File: config.mk
export PLATFORM = sky130hd
export DESIGN_NAME = ring_serial_tx
export DESIGN_NICKNAME = d
export VERILOG_FILES = /design/src/rtl/ring_pkg.sv /design/src/rtl/ring_frame_builder.sv /design/src/rtl/ring_serial_tx.sv
export SDC_FILE = /design/constraint.sdc
export NUM_CORES = 1
export LEC_CHECK = 0
export BUFFER_PORTS_ARGS = -buffer_cell sky130_fd_sc_hd__buf_4
export CAP_MARGIN = 0
export CORE_MARGIN = 4
export CORE_UTILIZATION = 45
export CTS_CLUSTER_SIZE = 20
export DETAILED_ROUTE_END_ITERATION = 6
export PLACE_DENSITY_LB_ADDON = 0.08
export SLEW_MARGIN = 20
export SYNTH_ARGS = -nofsm -noshare
export SYNTH_HDL_FRONTEND = slang
export SYNTH_SLANG_ARGS = --single-unit
File: constraint.sdc
create_clock -name Clk_S -period 3.4 [get_ports Clk_S]
set_clock_uncertainty 0.2 [all_clocks]
set_input_delay 0.34 -clock Clk_S [delete_from_list [all_inputs] [get_ports Clk_S]]
set_output_delay 0.34 -clock Clk_S [all_outputs]
set_load 0.005 [all_outputs]
File: src/rtl/ring_pkg.sv
// ring_pkg: frame type codes, field widths and type helpers shared by the ring serial TX and RX.
package ring_pkg;
  localparam int ADDR_W = 4;
  localparam int DATA_W = 24;
  localparam int TYPE_W = 3;
  localparam int LONG_BITS = 37;
  localparam int SHORT_BITS = 12;
  typedef enum logic [2:0] {
    T_ACK    = 3'b000,
    T_DATA_3 = 3'b001,
    T_DATA_C = 3'b010,
    T_NACK   = 3'b011,
    T_TOKEN  = 3'b111
  } frame_type_e;
  function automatic logic is_long_type(input logic [2:0] t);
    return t == T_DATA_C || t == T_DATA_3;
  endfunction
  function automatic logic is_legal_type(input logic [2:0] t);
    return t inside {T_TOKEN, T_ACK, T_NACK, T_DATA_C, T_DATA_3};
  endfunction
endpackage

File: src/rtl/ring_frame_builder.sv
// ring_frame_builder: packs captured fields into a left-justified frame body with even parity and its length.
module ring_frame_builder #(
  parameter int ADDR_W = 4,
  parameter int DATA_W = 24,
  parameter int BODY_W = 3 + 2 * ADDR_W + DATA_W + 2,
  parameter int CNT_W = 6
) (
  input  logic [2:0]        ftype,
  input  logic [ADDR_W-1:0] dest,
  input  logic [ADDR_W-1:0] src,
  input  logic              encode,
  input  logic [DATA_W-1:0] data,
  output logic [BODY_W-1:0] body,
  output logic [CNT_W-1:0]  len
);
  import ring_pkg::*;
  localparam int SHORT_W = 3 + 2 * ADDR_W + 1;
  logic [BODY_W-2:0] long_f;
  logic [SHORT_W-2:0] short_f;
  logic is_long;
  assign long_f = {ftype, dest, src, encode, data};
  assign short_f = {ftype, dest, src};
  assign is_long = is_long_type(ftype);
  // short bodies sit in the top bits so the shifter always sends from the MSB
  assign body = is_long ? {long_f, ^long_f} : {short_f, ^short_f, {(BODY_W - SHORT_W){1'b0}}};
  assign len = is_long ? CNT_W'(BODY_W) : CNT_W'(SHORT_W);
endmodule

File: src/rtl/ring_serial_tx.sv
// ring_serial_tx: token-ring link transmitter, serialises one accepted frame MSB-first onto S_Data_out.
module ring_serial_tx #(
  parameter int GAP_BITS = 2,
  parameter int ADDR_W = ring_pkg::ADDR_W,
  parameter int DATA_W = ring_pkg::DATA_W
) (
  input  logic              Clk_S,
  input  logic              Rst_n,
  input  logic              TX_Valid,
  input  logic [2:0]        TX_Type,
  input  logic [ADDR_W-1:0] TX_Dest,
  input  logic [ADDR_W-1:0] TX_Src,
  input  logic              TX_Encode,
  input  logic [DATA_W-1:0] TX_Data,
  output logic              TX_Ready,
  output logic              TX_Done,
  output logic              TX_Err,
  output logic              S_Data_out
);
  import ring_pkg::*;
  localparam int BODY_W = 3 + 2 * ADDR_W + DATA_W + 2;
  localparam int CNT_W = $clog2(BODY_W + 1);
  localparam int GAP_W = GAP_BITS > 1 ? $clog2(GAP_BITS) : 1;
  localparam logic [2:0] S_IDLE  = 3'd0;
  localparam logic [2:0] S_START = 3'd1;
  localparam logic [2:0] S_SHIFT = 3'd2;
  localparam logic [2:0] S_STOP  = 3'd3;
  localparam logic [2:0] S_GAP   = 3'd4;
  logic [2:0] state;
  logic [BODY_W-1:0] shreg, body;
  logic [CNT_W-1:0] cnt, len;
  logic [GAP_W-1:0] gcnt;
  logic accept;
  assign accept = TX_Valid && TX_Ready;
  ring_frame_builder #(
    .ADDR_W(ADDR_W),
    .DATA_W(DATA_W),
    .BODY_W(BODY_W),
    .CNT_W (CNT_W)
  ) u_builder (
    .ftype (TX_Type),
    .dest  (TX_Dest),
    .src   (TX_Src),
    .encode(TX_Encode),
    .data  (TX_Data),
    .body  (body),
    .len   (len)
  );
  always_ff @(posedge Clk_S) begin
    if (!Rst_n) begin
      state <= S_IDLE;
      S_Data_out <= 1'b1;
      TX_Ready <= 1'b0;
      TX_Done <= 1'b0;
      TX_Err <= 1'b0;
      shreg <= '0;
      cnt <= '0;
      gcnt <= '0;
    end else begin
      TX_Done <= 1'b0;
      TX_Err <= 1'b0;
      case (state)
        S_IDLE: begin
          S_Data_out <= 1'b1;
          TX_Ready <= 1'b1;
          if (accept && is_legal_type(TX_Type)) begin
            state <= S_START;
            S_Data_out <= 1'b0;
            TX_Ready <= 1'b0;
            shreg <= body;
            cnt <= len - CNT_W'(1);
          end else if (accept) begin
            TX_Err <= 1'b1;
          end
        end
        S_START: begin
          state <= S_SHIFT;
          S_Data_out <= shreg[BODY_W-1];
          shreg <= shreg << 1;
        end
        S_SHIFT: begin
          // terminal count checked before decrement, so cnt never wraps
          if (cnt == '0) begin
            state <= S_STOP;
            S_Data_out <= 1'b1;
            TX_Done <= 1'b1;
          end else begin
            cnt <= cnt - CNT_W'(1);
            S_Data_out <= shreg[BODY_W-1];
            shreg <= shreg << 1;
          end
        end
        S_STOP: begin
          state <= S_GAP;
          S_Data_out <= 1'b1;
          gcnt <= GAP_W'(GAP_BITS - 1);
        end
        S_GAP: begin
          S_Data_out <= 1'b1;
          if (gcnt == '0) begin
            state <= S_IDLE;
            TX_Ready <= 1'b1;
          end else begin
            gcnt <= gcnt - GAP_W'(1);
          end
        end
        default: begin
          state <= S_IDLE;
          S_Data_out <= 1'b1;
          TX_Ready <= 1'b0;
        end
      endcase
    end
  end
endmodule

== Yosys cells after proc, flatten, opt, wreduce, memory -nomap -nowiden ==
Cells that the tools add are included.

* Multiplexer cells: 21
* Bitwise gates (word level): 3
* Equal/unequal tests: 12
* Reductions and logical operators: 19
* Add/sub/neg operators: 3

{| class="wikitable"
|+ Operators by type and width
! operator !! count
|-
| one-hot mux 37 bit (3 select lines) || 1
|-
| two-way mux 37 bit || 2
|-
| XOR reduction 36 bit || 1
|-
| two-way mux 26 bit || 1
|-
| two-way mux 6 bit || 3
|-
| one-hot mux 3 bit (5 select lines) || 1
|-
| equality test 3 x 2 -> 1 bit, second input constant || 4
|-
| one-hot mux 6 bit (2 select lines) || 1
|-
| subtractor 6 x 1 -> 6 bit, second input constant || 2
|-
| XOR reduction 11 bit || 1
|-
| two-way mux 3 bit || 3
|-
| AND reduction 3 bit || 3
|-
| != test 2 bit, second input constant || 4
|-
| equality test 3 x 1 -> 1 bit, second input constant || 2
|-
| equality test 3 bit, second input constant || 2
|-
| zero test 3 bit || 2
|-
| zero test 6 bit || 1
|-
| two-way mux 1 bit || 6
|-
| one-hot mux 1 bit (3 select lines) || 2
|-
| OR reduction 3 bit || 2
|-
| nonzero test 5 bit || 1
|-
| AND reduction 2 bit || 2
|-
| nonzero test 2 bit || 2
|-
| NOT 1 bit || 3
|-
| other kinds (5) || 6
|}

* Word-level logic and storage cells: 66
* Output and inout port bits: 4
* Register bits after elaboration: 51

== Depth between registers and ports, before layout ==
Gate-level depths: netlist (run 1).

* Word-level depth: 6
* Mapped depth: 10
* Gate-level depth less buffers: 10

== By module ==
Synthesis (run 1) repeated with hierarchy kept, for this count alone.

* Cells, all modules: 365
* Area total of the unflattened synthesis: 3304.4 µm²

{| class="wikitable"
|+ Modules (own cells, without submodules)
! module !! cells each !! seq. area each (µm²) !! area an instance (µm²) !! times used
|-
| ring_serial_tx || 277 || 1021.0 || 2623.8 || 1
|-
| ring_frame_builder || 88 || 0.0 || 680.7 || 1
|}

== Worst setup path after synthesis (run 1) ==
No wires, ideal clock.

* Path type: input -> register
* Start point: input port TX_Type[0]
* End point: register cnt[4]
* Path buffers: 0
* Arrival time: 1832 ps
* Setup slack: 1242 ps
* Cell stages on the path: 10
* Cells stage by stage: inv_1 -> ha_1 -> o21bai_1 -> nor2_1 -> a21oi_1 -> ha_1 -> nor3b_1 -> nor2_1 -> o21ai_0 -> a21boi_0

* Longest elaborated chain between the ends: 6

{| class="wikitable"
|+ Ends and longest elaborated chain
! item !! RTL line !! source
|-
| start: declaration || ring_serial_tx.sv:10 || <nowiki>input logic [2:0] TX_Type,</nowiki>
|-
| equality test 3 x 2 -> 1 bit or equality test 3 x 1 -> 1 bit (tied branches) || ring_pkg.sv:16, ring_pkg.sv:19 ||
|-
| logical OR 1 bit || ring_pkg.sv:16 || <nowiki>return t == T_DATA_C || t == T_DATA_3;</nowiki>
|-
| two-way mux 6 bit || ring_frame_builder.sv:26 || <nowiki>assign len = is_long ? CNT_W'(BODY_W) : CNT_W'(SHORT_W);</nowiki>
|-
| subtractor 6 x 1 -> 6 bit || ring_serial_tx.sv:71 || <nowiki>cnt <= len - CNT_W'(1);</nowiki>
|-
| two-way mux 6 bit || ring_serial_tx.sv:66 || <nowiki>if (accept && is_legal_type(TX_Type)) begin</nowiki>
|-
| one-hot mux 6 bit (2 select lines) || ring_serial_tx.sv:62 || <nowiki>case (state)</nowiki>
|-
| end signal: assignment || ring_serial_tx.sv:71 ||
|-
| end signal: assignment || ring_serial_tx.sv:88 || <nowiki>cnt <= cnt - CNT_W'(1);</nowiki>
|-
| end: declaration || ring_serial_tx.sv:31 || <nowiki>logic [CNT_W-1:0] cnt, len;</nowiki>
|}

Several ways; a longest one is shown, not always the timed one. The select of a mux whose other input is x is not followed.
A chain may end at the register's enable or synchronous reset.

== Final worst setup path (run 1) ==
* Start point: register state[1]
* End point: register cnt[4]

* Longest elaborated chain between the ends: 3

{| class="wikitable"
|+ Ends and longest elaborated chain
! item !! RTL line !! source
|-
| start: declaration || ring_serial_tx.sv:29 || <nowiki>logic [2:0] state;</nowiki>
|-
| start signal: assignment || ring_serial_tx.sv:51 || <nowiki>state <= S_IDLE;</nowiki>
|-
| start signal: assignment || ring_serial_tx.sv:67 || <nowiki>state <= S_START;</nowiki>
|-
| start signal: assignment || ring_serial_tx.sv:77 || <nowiki>state <= S_SHIFT;</nowiki>
|-
| equality test 3 x 2 -> 1 bit or zero test 3 bit (tied branches) || ring_serial_tx.sv:62 ||
|-
| != test 2 bit (no source line) or nonzero test 2 bit (tied branches) || -- ||
|-
| AND reduction 3 bit (no source line) || -- ||
|}

Several ways; a longest one is shown, not always the timed one.

==> results.cfg, run 1 <==
[status]
status = completed

[critical_path]
critPathTopFamily = simple AND/OR/NAND/NOR gates
path_buf_inv = 0
path_max_fanout = 10
cp_cell_sequence = nand2b_1 > nor2_1 > nor2_1 > a21oi_1 > ha_1 > nor3b_1 > nor2_1 > o21ai_0 > a21boi_0
rrSetupSlack_ps = 1080
slowest_stage = dfxtp_1
required_ps = 3400
critPathKind = flop to flop
critical-path-max-stage-delay_ps = 500
critPathLaunchType = flop
worstPathArrival_ps = 2320
worst_setup_path_end_kind = flop
cp_common_cell = nor2_1

[die]
row_count = 27
coreArea_sq_um = 5640
die_y_um = 85.1
num_io_pins = 43
die_x_um = 85.1
initial_utilization_pct = 47.4
dieArea_sq_um = 7250

[yosys]
synth_fa_ha_area_share_pct = 1.40
synth_xor_area_share_pct = 12.6
ys_warn_count = 0
yosys-top-cells-area = dfxtp_1 38%, xnor2_1 9.8%, a222oi_1 8.6%, nor2b_1 6.1%, o211a_1 5.2%
synth_common_cells = 51 x dfxtp_1, 30 x xnor2_1, 26 x nor2b_1
synth_mux_area_share_pct = 0
synthSimpleGateAreaFrac_pct = 18.5
syn_area_per_cell_sq_um = 9.36
yosysTopAreaCell = dfxtp_1
synthDistinctLibCells = 41
synth.cell_area_sq_um = 2680
synthCells = 286
synth_ff_type = dfxtp_1
ys_async_sr_fraction_pct = 0
synth_compound_area_share_pct = 24.7
ys_seq_area_share_pct = 38.1
synth_top_family_by_area = compound AO/OA/AOI/OAI gates
synth-edff-count = 0
synth-seq-cells = 51
synth_most_common_cell = dfxtp_1
synth_nets = 328
yosysTopAreaCellShare_pct = 38.1

[global_routing]
grtUsageTotal_pct = 16.5
first_global_vias = 2129
overflow = 0
grt_pass1_wl_mm = 9.87
antenna_found_initial = 0
grt_max_degree = 51

[placement]
placedCellCount = 386
portBuffers = 42
gp_congestion = 0.743
dpl.hpwl_mm = 3.96

[sta]
relSlewSlack_pct = 42.8
period_needed_ps = 2320
fin_tns_setup_ps = 0
fmax_mhz = 432
slew_viol_final = 0
grt_setup_unrepaired = no
setup_viol = 0
fin_crit_sh_pct = 68.1
worst_pin_slew_ps = 851
hold_ws_ps = 115
hold_violations = 0

[final_layout]
post_route_cells_drive_above_1_share_pct = 19.9
final_nets = 363
diodes = 0
syn_to_final_growth_pct = 16.2
fin_util_pct = 55.1
fillers = 529
layoutNonFillerInstCount = 394

[drt]
vias = 2240
finalWirelength_mm = 5.83
drc = 0
wl_per_cell_um = 14.8
routed_via_density = 5.69
drtIter0Drc = 195
ant_nets = 0
firstDrtPassIters = 5

[worst_hold_path]
hold_class = primary input to flop

[pwr]
p_sw_share_pct = 29.9
power.switching_mw = 0.426
power_density_nw_per_um2 = 458
p_seq_share_pct = 46.2
combPwrFrac_pct = 27.4
clkPwrFrac_pct = 26.3
p_leak_nw = 1.26
p_int_mw = 1.00
ir_drop_mv = 0.191

[clock_tree]
ctsResizeCount = 0
numCtsBuffers = 5
cts_tree = built
holdBufCountCts = 0
h-tree-depth = 2
clk_latency_ps = 310
cts.sinks = 51
cts_root_buffer = clkbuf_8
post-cts-setup-buffer-count = 0
clk_pin_slew_ps = 100
clockBufferDepth = 2

[run]
max_cap_viol_count = 0
[worst register-to-register path: cells and delay by family, from the launching register on]
kind                       cells  cell delay [ps]
and+or+nand+nor                5              930
DFF                            1              500
adders and majority gates      1              230
AOI/OAI and AO/OA              3              370
[routing by layer]
metal	vias to the layer above	part of all wire, %	routed length, um	GRT usage [%]
li1	1129	-	-	-
met1	1047	47	2730	21.6
met2	56	46	2680	26.6
met3	8	5.7	335	3.79
met4	0	1.5	85	5.61
met5	-	0	0	0
[layout by cell type, fill, tap and decap left out, types with 12 or more instances in the layout]
cell	n
o21ai_0	17
nand2_1	23
o211a_1	14
a222oi_1	23
xnor2_1	30
nor2b_1	26
buf_4	47
nor2_1	12
nand3_1	14
dfxtp_1	51
[cell type report]
| type | count | area (sq um) | share of cell area, % |
|---|---|---|---|
| Timing Repair Buffer | 47 | 353 | 11.3 |
| Sequential cell | 51 | 1020 | 32.8 |
| Clock buffer | 6 | 82.6 | 2.65 |
| Clock inverter | 2 | 16.3 | 0.523 |
| Inverter | 4 | 15.0 | 0.483 |
| Multi-Input combinational cell | 212 | 1530 | 49.3 |
| Tap cell | 72 | 90.1 | 2.90 |
[power by group through the flow]
stage | registers [mW] | logic [mW] | clock network (mW)
after detailed placement | 0.673 | 0.394 | 0
final | 0.659 | 0.391 | 0.376
after floorplan | 0.665 | 0.304 | 0
after global placement | 0.673 | 0.387 | 0
after CTS | 0.659 | 0.395 | 0.396
after global routing | 0.665 | 0.433 | 0.420
[logic make-up (layout without fill, tap and decap cells)]
logic type / after synthesis / in the layout
DFF: 51 / 51
adders and majority gates: 3 / 3
AOI/OAI and AO/OA: 80 / 80
xor gates and xnor gates: 37 / 37
and+or+nand+nor: 92 / 92
buffers and inverters: 23 / 59
[worst paths after layout]
path                           from                     end  depth (start not counted)
max           state[1]$_SDFFE_PN0P_     cnt[4]$_SDFFE_PN0P_                          9
min                     TX_Data[20]  shreg[21]$_SDFFE_PN0P_                          3
max reg2reg   state[1]$_SDFFE_PN0P_     cnt[4]$_SDFFE_PN0P_                          9
min reg2reg  shreg[25]$_SDFFE_PN0P_  shreg[25]$_SDFFE_PN0P_                          2
[through the flow]
stage	power [mW]	setup WS, ps	instance area [sq um]
2_1_floorplan	0.969	1240	2680
3_3_place_gp	1.06	1020	3010
3_5_place_dp	1.07	953	3010
4_1_cts	1.45	961	3110
5_1_grt	1.52	818	3110
6_report	1.43	1080	3110
[sequential cells by signal (all words and copies together) (netlist names)]
name and cells:
shreg 37, cnt 6, state 3, S_Data_out 1, TX_Done 1, TX_Err 1
TX_Ready 1, gcnt 1
(Power assumes the default switching activity.)
==> run 2: changes to the inputs <==
--- a/config.mk
+++ b/config.mk
@@ -5,6 +5,7 @@
 export SDC_FILE = /design/constraint.sdc
 export NUM_CORES = 1
 export LEC_CHECK = 0
+export ABC_AREA = 1
 export BUFFER_PORTS_ARGS = -buffer_cell sky130_fd_sc_hd__buf_4
 export CAP_MARGIN = 0
 export CORE_MARGIN = 4
==> constraint.sdc (replaced) <==
create_clock -name Clk_S -period 2.25 [get_ports Clk_S]
set_clock_uncertainty 0.2 [all_clocks]
set_input_delay 0.225 -clock Clk_S [delete_from_list [all_inputs] [get_ports Clk_S]]
set_output_delay 0.225 -clock Clk_S [all_outputs]
set_load 0.005 [all_outputs]
==> results.cfg, run 2 <==
[status]
status = completed

[drt]
ant_nets = 0
drc = 0
firstDrtPassIters = 4
finalWirelength_mm = 6.63
routed_via_density = 4.87
vias = 3021
drtIter0Drc = 132
wl_per_cell_um = 10.7

[critical_path]
critical-path-max-stage-delay_ps = 430
cp_common_cell = nand2_1
required_ps = 2280
worst_setup_path_end_kind = flop
critPathLaunchType = flop
reg2reg_from = state[0]$_SDFFE_PN0P_
critPathKind = flop to flop
slowest_stage = dfxtp_1
cp_cell_sequence = nor2_1 > inv_2 > nand2_1 > a21oi_2 > nand2_1 > inv_2 > nand2_1 > a31oi_1
worstPathArrival_ps = 2000
path_max_fanout = 23
rrSetupSlack_ps = 280
r2r-end = shreg[3]$_SDFFE_PN0P_
r2r_cells = 8

[die]
num_io_pins = 43
dieArea_sq_um = 8200
initial_utilization_pct = 47.2
coreArea_sq_um = 6490
die_x_um = 90.5
die_y_um = 90.5
row_count = 29

[worst_hold_path]
hold_class = primary input to flop
holdPathStages = 3
min_to = shreg[2]$_SDFFE_PN0P_
min-delay-start = TX_Data[1]

[final_layout]
diodes = 0
syn_to_final_growth_pct = 17.6
final_common_cell = nand2_1
final_nets = 584
post_route_cells_drive_above_1_share_pct = 12.7
largest_register_ffs = 37
fillers = 658
largest_registers = shreg x37, cnt x6, state x3
regMostFlops = shreg
fin_util_pct = 55.5
final_cell_mix = 232 x nand2_1, 51 x dfxtp_1, 48 x buf_4

[clock_tree]
post-cts-setup-buffer-count = 0
clockBufferDepth = 2
h-tree-depth = 2
clk_latency_ps = 300
clk_pin_slew_ps = 90
cts_tree = built
cts.sinks = 51
numCtsBuffers = 5
cts_root_buffer = clkbuf_8

[global_routing]
grt_pass1_wl_mm = 11.4
antenna_found_initial = 0
first_global_vias = 2696
grt_max_degree = 26
overflow = 0
grtUsageTotal_pct = 16.3

[sta]
fmax_mhz = 508
hold_violations = 0
slew_viol_final = 0
fin_tns_setup_ps = 0
fin_crit_sh_pct = 87.5
relSlewSlack_pct = 73.9
worst_pin_slew_ps = 392
grt_setup_unrepaired = no
hold_ws_ps = 8.99
setup_viol = 0
period_needed_ps = 1970

[yosys]
ys_seq_area_share_pct = 33.3
synthDistinctLibCells = 27
syn_area_per_cell_sq_um = 6.17
synth-seq-cells = 51
ys_async_sr_fraction_pct = 0
synth-edff-count = 0
synthCells = 497
yosysTopAreaCellShare_pct = 33.3
yosysTopAreaCell = dfxtp_1
synth_most_common_cell = nand2_1
ys_warn_count = 0
synth_ff_type = dfxtp_1
synth.cell_area_sq_um = 3070
synth_common_cells = 232 x nand2_1, 51 x dfxtp_1, 45 x inv_1
synth_nets = 539
yosys-top-cells-area = dfxtp_1 33%, nand2_1 28%, a31oi_1 7.1%, inv_1 5.5%, nor2_1 4.0%

[run]
max_cap_viol_count = 0

[pwr]
p_leak_nw = 1.72
power_density_nw_per_um2 = 928
ir_drop_mv = 0.346

[placement]
portBuffers = 42
gp_congestion = 0.794
dpl.hpwl_mm = 5.02
run 2: cell count changes in the layout (fill, tap and decap cells not counted), sizes merged, moves of 5 or more:
cell	change
nand2	+211
a21oi	+5
nor2	+22
nor2b	-26
inv	+46
o21ai	+5
a31oi	+35
xnor2	-16
a222oi	-23
o211a	-14
run 2: how the worst max path moves through the flow:
stage | start | endpoint | slack, ps | cells after the start
5_1_grt | state[0]$_SDFFE_PN0P_ | shreg[1]$_SDFFE_PN0P_ | 50 | 8
3_3_place_gp | TX_Type[1] | shreg[23]$_SDFFE_PN0P_ | 220 | 13
6_report | state[0]$_SDFFE_PN0P_ | shreg[3]$_SDFFE_PN0P_ | 280 | 8
4_1_cts | state[0]$_SDFFE_PN0P_ | shreg[3]$_SDFFE_PN0P_ | 260 | 8
3_5_place_dp | TX_Type[1] | shreg[1]$_SDFFE_PN0P_ | 160 | 13
2_1_floorplan | TX_Type[1] | cnt[4]$_SDFFE_PN0P_ | 450 | 11
run 2: worst max-delay path, delay by kind of cell, from the launching register on:
| kind | cells | cell delay, ps |
|---|---|---|
| buffers and inverters | 2 | 370 |
| AOI/OAI and AO/OA | 2 | 520 |
| and+or+nand+nor | 4 | 380 |
| DFF | 1 | 430 |
run 2: repair_timing:
action                     CTS  global route
resized for setup            0             0
hold endpoints to repair     4             0
setup endpoints to repair    0             0
hold buffers                 4             0
run 2: cell families after synthesis:
kind of cell               count (synthesis)  synth area share, %
xor gates and xnor gates                  23                 6.57
AOI/OAI and AO/OA                         72                 13.9
adders and majority gates                  3                 1.22
buffers and inverters                     65                 8.69
and+or+nand+nor                          283                 36.3
DFF                                       51                 33.3
run 2: routing by layer:
| layer | vias up | part of all wire (%) | wire [um] | track usage [%] |
|---|---|---|---|---|
| li1 | 1650 | - | - | - |
| met1 | 1313 | 50 | 3330 | 21.0 |
| met2 | 54 | 44 | 2950 | 27.5 |
| met3 | 4 | 4.1 | 275 | 3.25 |
| met4 | 0 | 1.1 | 70 | 4.97 |
| met5 | - | 0 | 0 | 0 |
run 2: per-stage QoR:
step	instances	total power, mW	instance area (sq um)	worst slack (ps)
4_1_cts	620	3.38	3610	261
3_5_place_dp	608	2.80	3470	157
5_1_grt	620	3.64	3610	53.1
2_1_floorplan	497	2.39	3070	449
6_report	620	3.35	3610	282
3_3_place_gp	608	2.78	3470	218
run 2: final cells by class:
| class | instances | area (sq um) | share of cell area, % |
|---|---|---|---|
| multi-input combinational | 381 | 1780 | 49.3 |
| sequential | 51 | 1020 | 28.3 |
| timing repair buffer | 53 | 420 | 11.7 |
| inverter | 50 | 190 | 5.27 |
| clock buffer | 8 | 100 | 2.78 |
| tap | 77 | 96.3 | 2.67 |
run 2: power by group:
group	internal, mW	switching, mW
sequential	1.11	0.110
combinational	0.554	1.00
clock	0.281	0.290
==> run 3: changes to the inputs <==
--- a/config.mk
+++ b/config.mk
@@ -8,8 +8,10 @@
 export ABC_AREA = 1
 export BUFFER_PORTS_ARGS = -buffer_cell sky130_fd_sc_hd__buf_4
 export CAP_MARGIN = 0
+export CELL_PAD_IN_SITES_DETAIL_PLACEMENT = 1
+export CELL_PAD_IN_SITES_GLOBAL_PLACEMENT = 2
 export CORE_MARGIN = 4
-export CORE_UTILIZATION = 45
+export CORE_UTILIZATION = 30
 export CTS_CLUSTER_SIZE = 20
 export DETAILED_ROUTE_END_ITERATION = 6
 export PLACE_DENSITY_LB_ADDON = 0.08
==> results.cfg, run 3 (synthesis results as in run 2) <==
[final_layout]
post_route_cells_drive_above_1_share_pct = 12.9
largest_register_ffs = 37
largest_registers = shreg x37, cnt x6, state x3
layout.area.seq_sq_um = 1020
final_cell_mix = 232 x nand2_1, 51 x dfxtp_1, 49 x buf_4
layoutNonFillerInstCount = 674
final_common_cell = nand2_1
fillers = 1337
multi_input_comb_area_sq_um = 1780
syn_to_final_growth_pct = 19.3
diodes = 0
regMostFlops = shreg
final_nets = 582
fin_util_pct = 37.1
fin_area_sq_um = 3660

[sta]
relSlewSlack_pct = 75.3
fmax_mhz = 525
grt_setup_unrepaired = no
period_needed_ps = 1900
worst_pin_slew_ps = 370
setup_slack_ps = 346
hold_violations = 0
fin_tns_setup_ps = 0
fin_crit_sh_pct = 84.6
setup_viol = 0
slew_viol_final = 0

[placement]
dpl.hpwl_mm = 6.31
dpl-instance-area_sq_um = 3540
portBuffers = 42
placedCellCount = 665
place_ws_ps = 61.3
gp_congestion = 0.790

[critical_path]
critPathLaunchType = flop
required_ps = 2220
r2r-end = shreg[28]$_SDFFE_PN0P_
crit_cells = 8
cp_common_cell = nand2_1
critical-path-max-stage-delay_ps = 410
crit_end = shreg[28]$_SDFFE_PN0P_
r2r_cells = 8
path_buf_inv = 3
cp_cell_sequence = nor2_1 > inv_2 > nand2_1 > a21oi_2 > inv_1 > buf_4 > nand2_1 > a31oi_1
reg2reg_from = state[1]$_SDFFE_PN0P_
worstPathArrival_ps = 1880
critPathKind = flop to flop
path_max_fanout = 8
crit_start = state[1]$_SDFFE_PN0P_
slowest_stage = dfxtp_1
worst_setup_path_end_kind = flop
critPathTopFamily = buffers and inverters
rrSetupSlack_ps = 350

[clock_tree]
post-cts-setup-buffer-count = 0
numCtsBuffers = 5
cts.sinks = 51
cts_root_buffer = clkbuf_8
cts_tree = built
clockBufferDepth = 2
clk_pin_slew_ps = 90
h-tree-depth = 2
clk_latency_ps = 300

[pwr]
p_int_mw = 1.96
clkPwrFrac_pct = 16.8
combPwrFrac_pct = 47.6
ir_drop_mv = 0.293
p_seq_share_pct = 35.6
power.switching_mw = 1.48
power_density_nw_per_um2 = 939
p_leak_nw = 1.71
p_sw_share_pct = 43.1

[drt]
routed.top_layer = met4
drtIter0Drc = 92
finalWirelength_mm = 8.08
wl_per_cell_um = 12.0
firstDrtPassIters = 4
wl_met2_mm = 3.88
vias = 3163
routed_via_density = 4.69
wl_met3_um = 204
drc = 0
ant_nets = 0
wl_met1_mm = 3.92

[global_routing]
overflow = 0
grt_max_degree = 26
first_global_vias = 3259
antenna_found_initial = 0
grtUsageTotal_pct = 14.7
grt_pass1_wl_mm = 14.6

[die]
dieArea_sq_um = 11900
initial_utilization_pct = 31.1
coreArea_sq_um = 9860
num_io_pins = 43
die_y_um = 109
die_x_um = 109
row_count = 36

[run]
max_cap_viol_count = 0

[status]
status = completed

[worst_hold_path]
hold_class = primary input to flop
run 3: worst register-to-register path: stages, from the launching register on:
cell	delay, ps
dfxtp_1	410
nor2_1	110
inv_2	80
nand2_1	70
a21oi_2	310
inv_1	240
buf_4	220
nand2_1	60
a31oi_1	90
run 3: how the worst min path moves through the flow:
stage / to / slack, ps / cells past startpoint / from
2_1_floorplan: TX_Err$_SDFF_PP0_ / 170 / 2 / TX_Valid
3_3_place_gp: shreg[25]$_SDFFE_PN0P_ / 260 / 2 / shreg[25]$_SDFFE_PN0P_
3_5_place_dp: shreg[0]$_SDFFE_PN0P_ / 270 / 2 / shreg[0]$_SDFFE_PN0P_
4_1_cts: shreg[5]$_SDFFE_PN0P_ / 3 / 3 / TX_Data[4]
5_1_grt: shreg[21]$_SDFFE_PN0P_ / 20 / 3 / TX_Data[20]
6_report: shreg[20]$_SDFFE_PN0P_ / 10 / 3 / TX_Data[19]
run 3: layer usage:
| layer | global-route usage [%] | vias to the layer above |
|---|---|---|
| met5 | 0 | - |
| met4 | 2.71 | 0 |
| met3 | 2.01 | 5 |
| met2 | 26.0 | 36 |
| met1 | 19.2 | 1468 |
| li1 | - | 1654 |
run 3: power groups by stage:
stage          Sequential, mW  Combinational, mW  Clock, mW
2_1_floorplan            1.21               1.18          0
3_3_place_gp             1.24               1.62          0
3_5_place_dp             1.24               1.66          0
4_1_cts                  1.23               1.66      0.604
5_1_grt                  1.25               1.90      0.632
6_report                 1.22               1.63      0.577
run 3: repair_timing:
action                                  CTS  global route
hold buffers                              1             0
hold endpoints to repair                  1             0
endpoints found under the setup margin    0             1
resized for setup                         0             2
run 3: cell type report:
type                       instances  share of cell area [%]
tap                              133                    4.55
clock buffer                       8                    2.74
timing repair buffer              51                    10.9
inverter                          50                    5.27
multi-input combinational        381                    48.6
sequential                        51                    27.9
run 3: through the flow:
stage               total power [mW]  hold WS (ps)
floorplan                       2.39           170
global placement                2.86           259
CTS                             3.49          3.38
global route                    3.78          19.5
finish                          3.43          12.0
detailed placement              2.90           269
